===== config.mk =====
export PLATFORM = sky130hd
export DESIGN_NAME = instr_encoder
export DESIGN_NICKNAME = d
export VERILOG_FILES = /design/src/rtl/instr_encoder.sv
export SDC_FILE = /design/constraint.sdc
export NUM_CORES = 1
export LEC_CHECK = 0
export ABC_AREA = 1
export CORE_UTILIZATION = 55
export CTS_BUF_LIST = sky130_fd_sc_hd__clkbuf_2 sky130_fd_sc_hd__clkbuf_4 sky130_fd_sc_hd__clkbuf_8
export CTS_CLUSTER_DIAMETER = 30
export DETAILED_ROUTE_END_ITERATION = 12
export GPL_TIMING_DRIVEN = 0
export PLACE_DENSITY = 0.88
export RECOVER_POWER = 25
export SETUP_SLACK_MARGIN = 0.5
export SKIP_CTS_REPAIR_TIMING = 1
export SYNTH_ARGS = -nofsm -noshare
export SYNTH_HDL_FRONTEND = slang
export SYNTH_SLANG_ARGS = --single-unit

===== constraint.sdc =====
create_clock -name clk -period 7.5 [get_ports clk]
set_input_delay 0.75 -clock clk [delete_from_list [all_inputs] [get_ports clk]]
set_output_delay 0.75 -clock clk [all_outputs]
set_load 0.02 [all_outputs]

===== src/rtl/instr_encoder.sv =====
// instr_encoder: packs decoded RV32I fields back into 32-bit instruction words,
// buffers them in a small FIFO and streams them out as sequential
// word-addressed writes into instruction memory.
module instr_encoder #(
   parameter int unsigned FIFO_DEPTH = 4,
   parameter logic [31:0] BASE_ADDR  = 32'h0000_0000,
   parameter int unsigned ADDR_W     = 32
) (
   input  logic              clk,
   input  logic              rst_n,
   input  logic              start,
   input  logic              in_valid,
   output logic              in_ready,
   input  logic              in_last,
   input  logic [2:0]        in_fmt,
   input  logic [6:0]        in_opcode,
   input  logic [2:0]        in_funct3,
   input  logic [6:0]        in_funct7,
   input  logic [4:0]        in_rd,
   input  logic [4:0]        in_rs1,
   input  logic [4:0]        in_rs2,
   input  logic [31:0]       in_imm,
   output logic              wr_valid,
   input  logic              wr_ready,
   output logic [ADDR_W-1:0] wr_addr,
   output logic [31:0]       wr_data,
   output logic              busy,
   output logic              done,
   output logic              err,
   output logic [15:0]       count
);

   localparam int unsigned PTR_W = $clog2(FIFO_DEPTH);

   typedef enum logic [1:0] {
      S_IDLE,
      S_LOAD,
      S_DRAIN,
      S_DONE
   } state_e;

   typedef enum logic [2:0] {
      FMT_R = 3'd0,
      FMT_I = 3'd1,
      FMT_S = 3'd2,
      FMT_B = 3'd3,
      FMT_U = 3'd4,
      FMT_J = 3'd5
   } fmt_e;

   state_e              state_q, state_d;
   logic [31:0]         enc_word;
   logic                enc_ok;
   logic                accept, push, pop, start_ok;

   logic [31:0]         mem_q [FIFO_DEPTH];
   logic [PTR_W:0]      wr_ptr_q, rd_ptr_q;
   logic                fifo_empty, fifo_full;

   logic [ADDR_W-1:0]   addr_q, addr_d;
   logic [15:0]         count_q, count_d;
   logic                err_q, err_d;

   // Combinational field packing; illegal formats and odd B/J offsets are flagged.
   always_comb begin
      // NOTE: every output gets a default first so no path through the case infers a latch.
      enc_word = '0;
      enc_ok   = 1'b1;
      case (in_fmt)
         FMT_R: enc_word = {in_funct7, in_rs2, in_rs1, in_funct3, in_rd, in_opcode};
         FMT_I: enc_word = {in_imm[11:0], in_rs1, in_funct3, in_rd, in_opcode};
         FMT_S: enc_word = {in_imm[11:5], in_rs2, in_rs1, in_funct3, in_imm[4:0], in_opcode};
         FMT_B: begin
            enc_word = {in_imm[12], in_imm[10:5], in_rs2, in_rs1, in_funct3,
                        in_imm[4:1], in_imm[11], in_opcode};
            enc_ok   = ~in_imm[0];
         end
         FMT_U: enc_word = {in_imm[31:12], in_rd, in_opcode};
         FMT_J: begin
            enc_word = {in_imm[20], in_imm[10:1], in_imm[11], in_imm[19:12], in_rd, in_opcode};
            enc_ok   = ~in_imm[0];
         end
         default: enc_ok = 1'b0;
      endcase
   end

   assign fifo_empty = (wr_ptr_q == rd_ptr_q);
   assign fifo_full  = (wr_ptr_q[PTR_W] != rd_ptr_q[PTR_W]) &&
                       (wr_ptr_q[PTR_W-1:0] == rd_ptr_q[PTR_W-1:0]);

   assign accept   = in_valid & in_ready;
   assign push     = accept & enc_ok;
   assign pop      = wr_valid & wr_ready;
   assign start_ok = start & (state_q == S_IDLE);

   // FSM state register.
   always_ff @(posedge clk or negedge rst_n) begin
      // NOTE: sequential state uses non-blocking assignments so every flop samples pre-edge values.
      if (!rst_n) state_q <= S_IDLE;
      else        state_q <= state_d;
   end

   // FSM next-state logic; start outside IDLE is ignored.
   always_comb begin
      state_d = state_q;
      case (state_q)
         S_IDLE:  if (start)              state_d = S_LOAD;
         S_LOAD:  if (accept && in_last)  state_d = S_DRAIN;
         S_DRAIN: if (fifo_empty)         state_d = S_DONE;
         S_DONE:                          state_d = S_IDLE;
         default:                         state_d = S_IDLE;
      endcase
   end

   // FSM outputs; a full FIFO still accepts when a pop frees a slot on the same edge.
   always_comb begin
      in_ready = (state_q == S_LOAD) && (!fifo_full || wr_ready);
      busy     = (state_q != S_IDLE);
      done     = (state_q == S_DONE);
   end

   // FIFO pointers; reset empties the buffer and discards any queued words.
   always_ff @(posedge clk or negedge rst_n) begin
      if (!rst_n) begin
         wr_ptr_q <= '0;
         rd_ptr_q <= '0;
      end else begin
         if (push) wr_ptr_q <= wr_ptr_q + 1'b1;
         if (pop)  rd_ptr_q <= rd_ptr_q + 1'b1;
      end
   end

   // FIFO storage.
   always_ff @(posedge clk) begin
      // NOTE: storage is not reset; the pointers alone define which entries are valid.
      if (push) mem_q[wr_ptr_q[PTR_W-1:0]] <= enc_word;
   end

   // Session bookkeeping: address, written-word count and sticky error.
   always_comb begin
      addr_d  = addr_q;
      count_d = count_q;
      err_d   = err_q;
      if (start_ok) begin
         addr_d  = ADDR_W'(BASE_ADDR);
         count_d = '0;
         err_d   = 1'b0;
      end else begin
         if (pop) begin
            addr_d = addr_q + ADDR_W'(4);
            if (count_q != 16'hFFFF) count_d = count_q + 16'd1;
         end
         if (accept && !enc_ok) err_d = 1'b1;
      end
   end

   // Session bookkeeping registers.
   always_ff @(posedge clk or negedge rst_n) begin
      if (!rst_n) begin
         addr_q  <= ADDR_W'(BASE_ADDR);
         count_q <= '0;
         err_q   <= 1'b0;
      end else begin
         addr_q  <= addr_d;
         count_q <= count_d;
         err_q   <= err_d;
      end
   end

   // Head of the FIFO drives the write port directly, so data and address
   // stay put for as long as the memory stalls.
   assign wr_valid = !fifo_empty;
   assign wr_data  = fifo_empty ? 32'h0 : mem_q[rd_ptr_q[PTR_W-1:0]];
   assign wr_addr  = addr_q;
   assign count    = count_q;
   assign err      = err_q;

endmodule


# After elaboration in Yosys (flattened, before gate mapping)
# Memory sizes are Yosys's and may differ from the RTL's.
# Cells that the tools add are included.
[op_classes]
n_eq_ne = 15
n_reduce_logical = 18
bitwise_logic = 5
add_sub_neg = 4
muxes = 16
[ops]
columns = ["op", "n"]
rows = [
  ["case mux 32 bit (6 select lines)", 1],
  ["two-way mux 32 bit", 3],
  ["two-way mux 16 bit", 3],
  ["adder 32 x 3 -> 32 bit (second input constant)", 1],
  ["adder 16 x 1 -> 16 bit (second input constant)", 1],
  ["!= test 16 bit (second input constant)", 1],
  ["case mux 2 bit (4 select lines)", 1],
  ["nonzero test 2 bit", 4],
  ["adder 3 x 1 -> 3 bit (second input constant)", 2],
  ["equality test 3 x 2 -> 1 bit (second input constant)", 2],
  ["equality test 3 bit (second input constant)", 2],
  ["two-way mux 2 bit", 3],
  ["!= test 2 bit (second input constant)", 3],
  ["AND 1 bit", 4],
  ["equality test 2 bit (second input constant)", 2],
  ["logical AND 1 bit", 4],
  ["two-way mux 1 bit", 4],
  ["OR reduction 4 bit", 1],
  ["equality test 3 x 1 -> 1 bit (second input constant)", 1],
  ["equality test 3 bit", 1],
  ["zero test 1 bit", 3],
  ["zero test 3 bit", 1],
  ["AND reduction 3 bit", 1],
  ["equality test 2 x 1 -> 1 bit (second input constant)", 1],
  ["other kinds (8)", 8],
]
[word_totals]
ram_bits = 128
input_bits = 73
memories = 1
output_inout_bits = 85
regBits = 57
word_cells = 65
[mem_list]
columns = ["name", "depth", "width", "rd", "rd_ports_with_merged_regs", "wr", "line", "rtl"]
rows = [
  ["mem_q", 4, 32, 1, 0, 1, "56", "logic [31:0] mem_q [FIFO_DEPTH];"],
]

# Longest topological paths before layout
# Gate-level depths: netlist of the first run.
[logic_depth]
ltp_word = 9
ltp_mapped = 12
ltp_nobuf = 11

# Least setup slack after synthesis of the first run
# OpenSTA, ideal clock, no wires.
[synth_timing]
path_type = "input to register"
from = "in wr_ready"
to = "mem mem_q[0][0], enable pin"
path_buffers = 0
t_required_ps = 7079
t_arrival_ps = 2997
stages = 6
path_slack_ps = 4082
setup_ps = 421
cell_sequence = "nor2_1 -> a21boi_1 -> nand2_1 -> nor2_2 -> inv_1 -> nor2_1"
[synth_between]
elab_chain_cells = 6
[synth_lines]
columns = ["element", "line", "rtl"]
rows = [
  ["start: declaration", "24", "input logic wr_ready,"],
  ["logical OR 1 bit", "117", "in_ready = (state_q == S_LOAD) && (!fifo_full || wr_ready);"],
  ["logical AND 1 bit", "117", ""],
  ["net in_ready", "13", "output logic in_ready,"],
  ["AND 1 bit", "91", "assign accept = in_valid & in_ready;"],
  ["AND 1 bit", "92", "assign push = accept & enc_ok;"],
  ["two-way mux 1 bit", "136", "if (push) mem_q[wr_ptr_q[PTR_W-1:0]] <= enc_word;"],
  ["two-way mux 1 bit (implied by the code)", "136", ""],
  ["end: declaration", "56", ""],
]
# The timed path passes the listed nets, and every way through them passes these cells.

# Worst setup path after layout of the first run
[layout_timing]
from = "reg rd_ptr_q[1]"
to = "out wr_data[17]"
[layout_between]
elab_chain_cells = 2
word_cells_on_any_way = 3
cone_classes = "1 x eq/ne; 1 x mux; 1 x memory"
[layout_lines]
columns = ["element", "line", "rtl"]
rows = [
  ["start: declaration", "57", "logic [PTR_W:0] wr_ptr_q, rd_ptr_q;"],
  ["start signal: assignment", "129", "if (pop) rd_ptr_q <= rd_ptr_q + 1'b1;"],
  ["memory (4 x 32 bit) or equality test 3 bit (tied branches)", "n/a", ""],
  ["two-way mux 32 bit *", "173", "assign wr_data = fifo_empty ? 32'h0 : mem_q[rd_ptr_q[PTR_W-1:0]];"],
  ["end: declaration", "26", "output logic [31:0] wr_data,"],
]
# Every way passes the cells marked *; elsewhere a longest branch is shown, timed or not.

==> results.tsv, run 1 <==
stage	metric	value	unit
worst_setup_path	ff2ff_path_depth	10	
sta	clock_skew	19.7	ps
placement	hpwl	17600	microns
final_layout	n_fill_cell	1209	
die	core-area	0.0160	sq mm
sta	slew_viol_final	37	
cts	cts-htree-levels	4	
grt	grt_usage	31.3	%
detailed_routing	drc	0	
die	die_area	0.0170	sq mm
run_status	status	complete, but fails checks	
worst_setup_path	cp-start-kind	register	
pwr	power_density	330	mW/mm^2
die	rows	46	
sta	setup_viol	0	
placement	portBuffers	154	
sta	setup_tns	0	ps
detailed_routing	avgViaCountPerCell	5.72	
sta	finalCriticalPeriod	3900	ps
synthesis	synth-edff-count	128	
detailed_routing	ant_nets	0	
cts	path_clk_slew	100	ps
detailed_routing	routedWlPerCell	17.6	microns
cts	clockBufferDepth	2	
final_layout	final_area	0.0114	sq mm
placement	dpl_cell_area	0.0110	sq mm
final_layout	area_growth	25.5	%
sta	hold_violations	0	
sta	tightest_slew	2000	ps
cts	clk_latency	500	ps
die	initial_core_util	56.7	%
synthesis	synth-main-ff-cell	edfxtp_1	
final_layout	diodes	0	
cts	cts.sink_count	183	
grt	grt_antenna_before_repair	0	
detailed_routing	first_pass_iters	6	
synthesis	yosysWarnings	0	
cts	root_buffer	clkbuf_8	
run	cap_violations	1	
cts	cts-buffers-inserted	17	
worst_setup_path	worstPathMaxFanout	10	
worst_setup_path	arrival	3150	ps
die	io_pins	158	
sta	rsz0062_at_grt	false	
synthesis	syn_inst	1024	
cts	cts_tree	built	
pwr	p_leak	0.00457	uW
synthesis	async_reset_ff_share	30.1	%
detailed_routing	drt_wl_total	25200	microns
die	die_w	130	microns
detailed_routing	num_vias	8188	
grt	grt_pass1_vias	7909	
worst_setup_path	crit_required	6750	ps
worst_setup_path	r2r-start	rd_ptr_q[1]	
final_layout	drive_gt1_share	4.85	%
worst_setup_path	reg2reg_to	mem_q[3][28]	
grt	grt_max_degree	37	
worst_setup_path	end_kind	primary output	
grt	grt_pass1_wl	39900	microns
min_path	min_path_type	in -> async	
run_status	violations	max-capacitance violations, max-slew violations	
worst_setup_path	crit_type	reg -> out	
sta	finalCritPeriodShare	51.9	%
sta	fmax	0.257	GHz
detailed_routing	drt-initial-drc-count	960	
grt	overflow	0	
synthesis	ys_ff_latch	183	
synthesis	synth.cell_area	0.00906	sq mm
synthesis	synth_cell_types	35	
sta	slew_headroom	-33.6	%
placement	globalplace.congestion	0.973	
die	die_y	130	microns
final_layout	finalCoreUtilization	71.1	%
synthesis	avgSynthCellArea	8.85	sq um
synthesis	synth-seq-area-share	57.6	%
pwr	peakVddDrop	0.000285	V
final_layout	nets	1288	
worst_setup_path	r2r_slack	4570	ps
[layer usage]
layer	wire, microns	up-vias	GRT usage [%]
met5	0	-	0
met4	975	0	16.4
met3	2270	81	5.62
met2	12500	490	52.6
met1	9500	3848	39.0
li1	-	3769	-
[flip-flops by register name, summed over array words and instances, names as in the netlist]
register and count:
mem_q 128, wr_addr 30, count 16, rd_ptr_q 3, wr_ptr_q 3, state_q 2, err 1
[cells in the mapped netlist (2+ instances only)]
cell type  instances  share of area (%)
edfxtp_1         128                 42
a21oi_1           12               0.66
buf_6              3               0.37
nand2_4            3               0.37
inv_1            102                4.2
clkbuf_1          29                1.2
nor3_1            11               0.61
nor2_1           154                6.4
o211ai_1           2               0.17
or2_2              3               0.21
buf_4              2               0.17
buf_1              3               0.12
o21ai_0           97                5.4
xnor2_1            2               0.19
buf_2              5               0.28
ha_1              12                1.7
o31ai_1            3               0.25
xor2_1            17                1.6
inv_2              2              0.083
nand3_1           55                3.0
o22ai_1           32                2.2
nand4_1           22                1.5
nand2_1          259                 11
dfrtp_1           55                 15
[critical path, stage by stage (launching register included)]
cell	delay (ps)
dfrtp_1	490
inv_1	240
nand2_1	80
nand2_1	110
nor2_4	60
nand2_1	270
buf_1	560
nand2_1	160
inv_1	100
clkdlybuf4s50_1	600
[power breakdown]
part	switching, uW	internal (uW)
sequential	89.4	1190
combinational	1140	669
clock	396	282
[cell families after synthesis]
logic type | share of synthesized area, %
buf+inv | 6.45
simple gates | 23.4
xor+xnor | 1.84
compound gates | 9.03
other cells | 0.0414
flops | 57.6
fa+ha+maj | 1.66
[per-stage QoR]
step                total power (uW)  hold WS (ps)  setup WS, ps  cells
CTS                             3760           226          3750   1432
global route                    3950           523          3490   1432
floorplan                       2290           454          4080   1025
global placement                3010           512          2480   1395
finish                          3760           453          3600   1432
detailed placement              3080           526          3970   1400
[cell usage in the layout, fill, tap and decap left out, types with 2 or more instances in the layout]
master | Yosys | final
nor2_4 | 1 | 5
xor2_1 | 17 | 17
a21oi_1 | 12 | 12
ha_1 | 12 | 12
nand2_1 | 259 | 261
buf_12 | 0 | 2
clkdlybuf4s50_1 | 0 | 152
or2_2 | 3 | 3
o21ai_0 | 97 | 97
o31ai_1 | 3 | 3
clkbuf_1 | 29 | 31
buf_1 | 3 | 3
o211ai_1 | 2 | 2
nand2_4 | 3 | 2
nand4_1 | 22 | 22
buf_16 | 0 | 2
inv_1 | 102 | 103
inv_6 | 0 | 4
clkbuf_8 | 0 | 17
nor3_1 | 11 | 11
inv_8 | 0 | 4
edfxtp_1 | 128 | 128
dfrtp_1 | 55 | 55
buf_6 | 3 | 3
buf_4 | 2 | 2
conb_1 | 1 | 2
nand3_1 | 55 | 55
nor2_1 | 154 | 150
buf_2 | 5 | 5
xnor2_1 | 2 | 2
clkinv_4 | 0 | 2
o22ai_1 | 32 | 32
[final cells by class]
class	count	area, sq um	area share (%)
clock inverter	14	156	1.37
tap	216	270	2.38
buffer	42	194	1.70
multi-input combinational	696	3270	28.7
timing repair buffer	159	1630	14.4
sequential	183	5220	45.9
inverter	104	390	3.43
clock buffer	18	241	2.12
[worst max-delay path by stage]
stage	from	to	slack, ps
2_1_floorplan	wr_ready	mem_q[0][0]	4080
3_3_place_gp	wr_ready	mem_q[0][16]	2480
3_5_place_dp	in_fmt[2]	mem_q[3][16]	3970
4_1_cts	rd_ptr_q[0]	wr_data[17]	3750
5_1_grt	rd_ptr_q[1]	wr_data[20]	3490
6_report	rd_ptr_q[1]	wr_data[17]	3600
No activity file was read; power rests on OpenSTA's default activity.
==> run 2: changes to the inputs <==
CORE_UTILIZATION = 50   (was 55)
PLACE_DENSITY = 0.84   (was 0.88)
clock period = 3.4 ns   (was 7.5 ns; I/O delays follow)
==> run 2 against run 1 <==
  * The run now ends clean
  * Critical endpoint is now wr_data[8]
  * Clock power rose by 130%
  * Die area rose by 9.8%
  * Sequential share of layout area fell by 0.55 points
  * Sequential power rose by 120%
  * Global-route usage fell by 4.8 points
  * Largest cell class unchanged
  * Combinational power rose by 120%
  * Clock-buffer cell count fell by 1
  * Final area rose by 1.2%
  * Core utilization fell by 5.2 points
  * Register-to-register slack got worse by 3900 ps
  * Critical path depth did not move
==> results.tsv, run 2 (synthesis gave the netlist of run 1 again) <==
stage	metric	value	unit	change
final_layout	drive_gt1_share	6.75	%	+1.9 points
pwr	peakVddDrop	0.000451	V	+58%
grt	grt_antenna_before_repair	0		unchanged
run_status	status	completed		
pwr	power_density	726	mW/mm^2	+120%
worst_setup_path	r2r_slack	680	ps	-3890 ps
grt	overflow	0		unchanged
sta	fmax	0.353	GHz	
detailed_routing	drt_wl_total	24000	microns	-4.9%
final_layout	layout_commonest_cell	nand2_1		
grt	grt_usage	26.5	%	-4.8 points
sta	rsz0062_at_grt	true		
sta	slew_headroom	14.8	%	+48 points
die	core-area	0.0175	sq mm	+9.2%
placement	portBuffers	154		unchanged
worst_setup_path	crit_type	reg -> out		
grt	grt_pass1_wl	37600	microns	-5.6%
die	initial_core_util	51.9	%	-4.8 points
cts	cts.sink_count	183		unchanged
min_path	worstHoldStart	in_fmt[1]		
sta	slew_viol_final	0		-100%
sta	setup_viol	0		unchanged
worst_setup_path	cp-start-kind	register		
worst_setup_path	startpoint	wr_ptr_q[1]		
die	die_w	137	microns	+4.8%
min_path	hold_depth	2		
run	cap_violations	0		-1
detailed_routing	ant_nets	0		unchanged
cts	clk_latency	470	ps	-30 ps
final_layout	final_area	0.0115	sq mm	+1.2%
worst_setup_path	end_kind	primary output		
sta	tightest_slew	1280	ps	-726 ps
min_path	min_to	mem_q[1][12]		
detailed_routing	first_pass_iters	8		+2
cts	cts_tree	built		
detailed_routing	drt-initial-drc-count	784		-18%
die	rows	48		+4.3%
grt	grt_max_degree	35		-5.4%
sta	finalCritPeriodShare	83.4	%	
worst_setup_path	crit_required	3060	ps	-3690 ps
detailed_routing	avgViaCountPerCell	5.52		-3.4%
sta	fin_ws	566	ps	-3040 ps
die	die_y	137	microns	+4.8%
worst_setup_path	arrival	2490	ps	-660 ps
worst_setup_path	worstPathMaxFanout	10		unchanged
worst_setup_path	r2r-start	wr_ptr_q[1]		
final_layout	nets	1289		+0.078%
placement	globalplace.congestion	0.948		-2.5%
grt	grt_pass1_vias	7583		-4.1%
cts	path_clk_slew	100	ps	about the same
detailed_routing	drc	0		unchanged
cts	clockBufferDepth	2		unchanged
placement	hpwl	16800	microns	-4.4%
die	io_pins	158		unchanged
worst_setup_path	reg2reg_to	mem_q[1][28]		
final_layout	final_cell_mix	nand2_1, nor2_1, clkdlybuf4s50_1		
min_path	min_path_type	in -> reg		
sta	clock_skew	11.4	ps	-8.37 ps
cts	cts-buffers-inserted	17		unchanged
placement	dp_worst_setup_slack	492	ps	-3480 ps
detailed_routing	routedWlPerCell	16.7	microns	-5.5%
final_layout	area_growth	27.1	%	
die	die_area	0.0187	sq mm	+9.8%
final_layout	largest_reg_flops	128		unchanged
cts	root_buffer	clkbuf_8		
sta	hold_violations	0		unchanged
cts	cts-htree-levels	4		unchanged
pwr	p_total	8360	uW	+120%
sta	finalCriticalPeriod	2830	ps	
placement	dpl_cell_area	0.0110	sq mm	about the same
pwr	p_leak	0.00474	uW	+3.9%
final_layout	diodes	0		unchanged
detailed_routing	num_vias	7952		-2.9%
worst_setup_path	ff2ff_path_depth	10		unchanged
-- run 2: worst max path at each step --
stage | endpoint | slack (ps)
5_1_grt | wr_data[29] | 460
6_report | wr_data[8] | 570
3_3_place_gp | mem_q[3][19] | -1250
2_1_floorplan | mem_q[1][0] | 80
3_5_place_dp | mem_q[1][19] | 490
4_1_cts | wr_data[27] | 120
-- run 2: metrics by stage --
stage                     instances  util (%)  hold slack [ps]  setup TNS [ps]
after floorplan                1025         -             44.4               0
after global placement         1404      62.3              514         -147200
after detailed placement       1409      63.1              354               0
after CTS                      1439      65.4             -149               0
after global routing           1440      65.9              345               0
final                          1440      65.9              345               0
-- run 2: where the power goes --
| group | switching [uW] | leakage, uW | internal (uW) | total, uW |
|---|---|---|---|---|
| Sequential | 188 | 0.00191 | 2620 | 2800 |
| Clock | 800 | 0.000203 | 731 | 1530 |
| Combinational | 2480 | 0.00263 | 1540 | 4020 |
| Total | 3470 | 0.00474 | 4890 | 8360 |
-- run 2: layout make-up --
type	instances	area (sq um)
fill	1332	5960
sequential	183	5220
multi-input combinational	696	3290
timing repair buffer	160	1680
inverter	104	390
tap	225	282
buffer	42	250
clock buffer	17	234
clock inverter	13	170
-- run 2: layer usage --
layer	vias to the layer above	part of all wire, %	GRT usage, %
li1	3758	-	-
met1	3651	39	33.6
met2	469	49	44.9
met3	74	8.4	4.15
met4	0	3.4	11.6
met5	-	0	0
-- run 2: critical path: stages (launching register included) --
cell and delay [ps]:
dfrtp_1 430, inv_1 160, nand2_1 110, nand2_1 130, nor2_4 70, nand2_4 140, buf_4 210, nand2_1 120
inv_1 70, clkdlybuf4s50_1 590
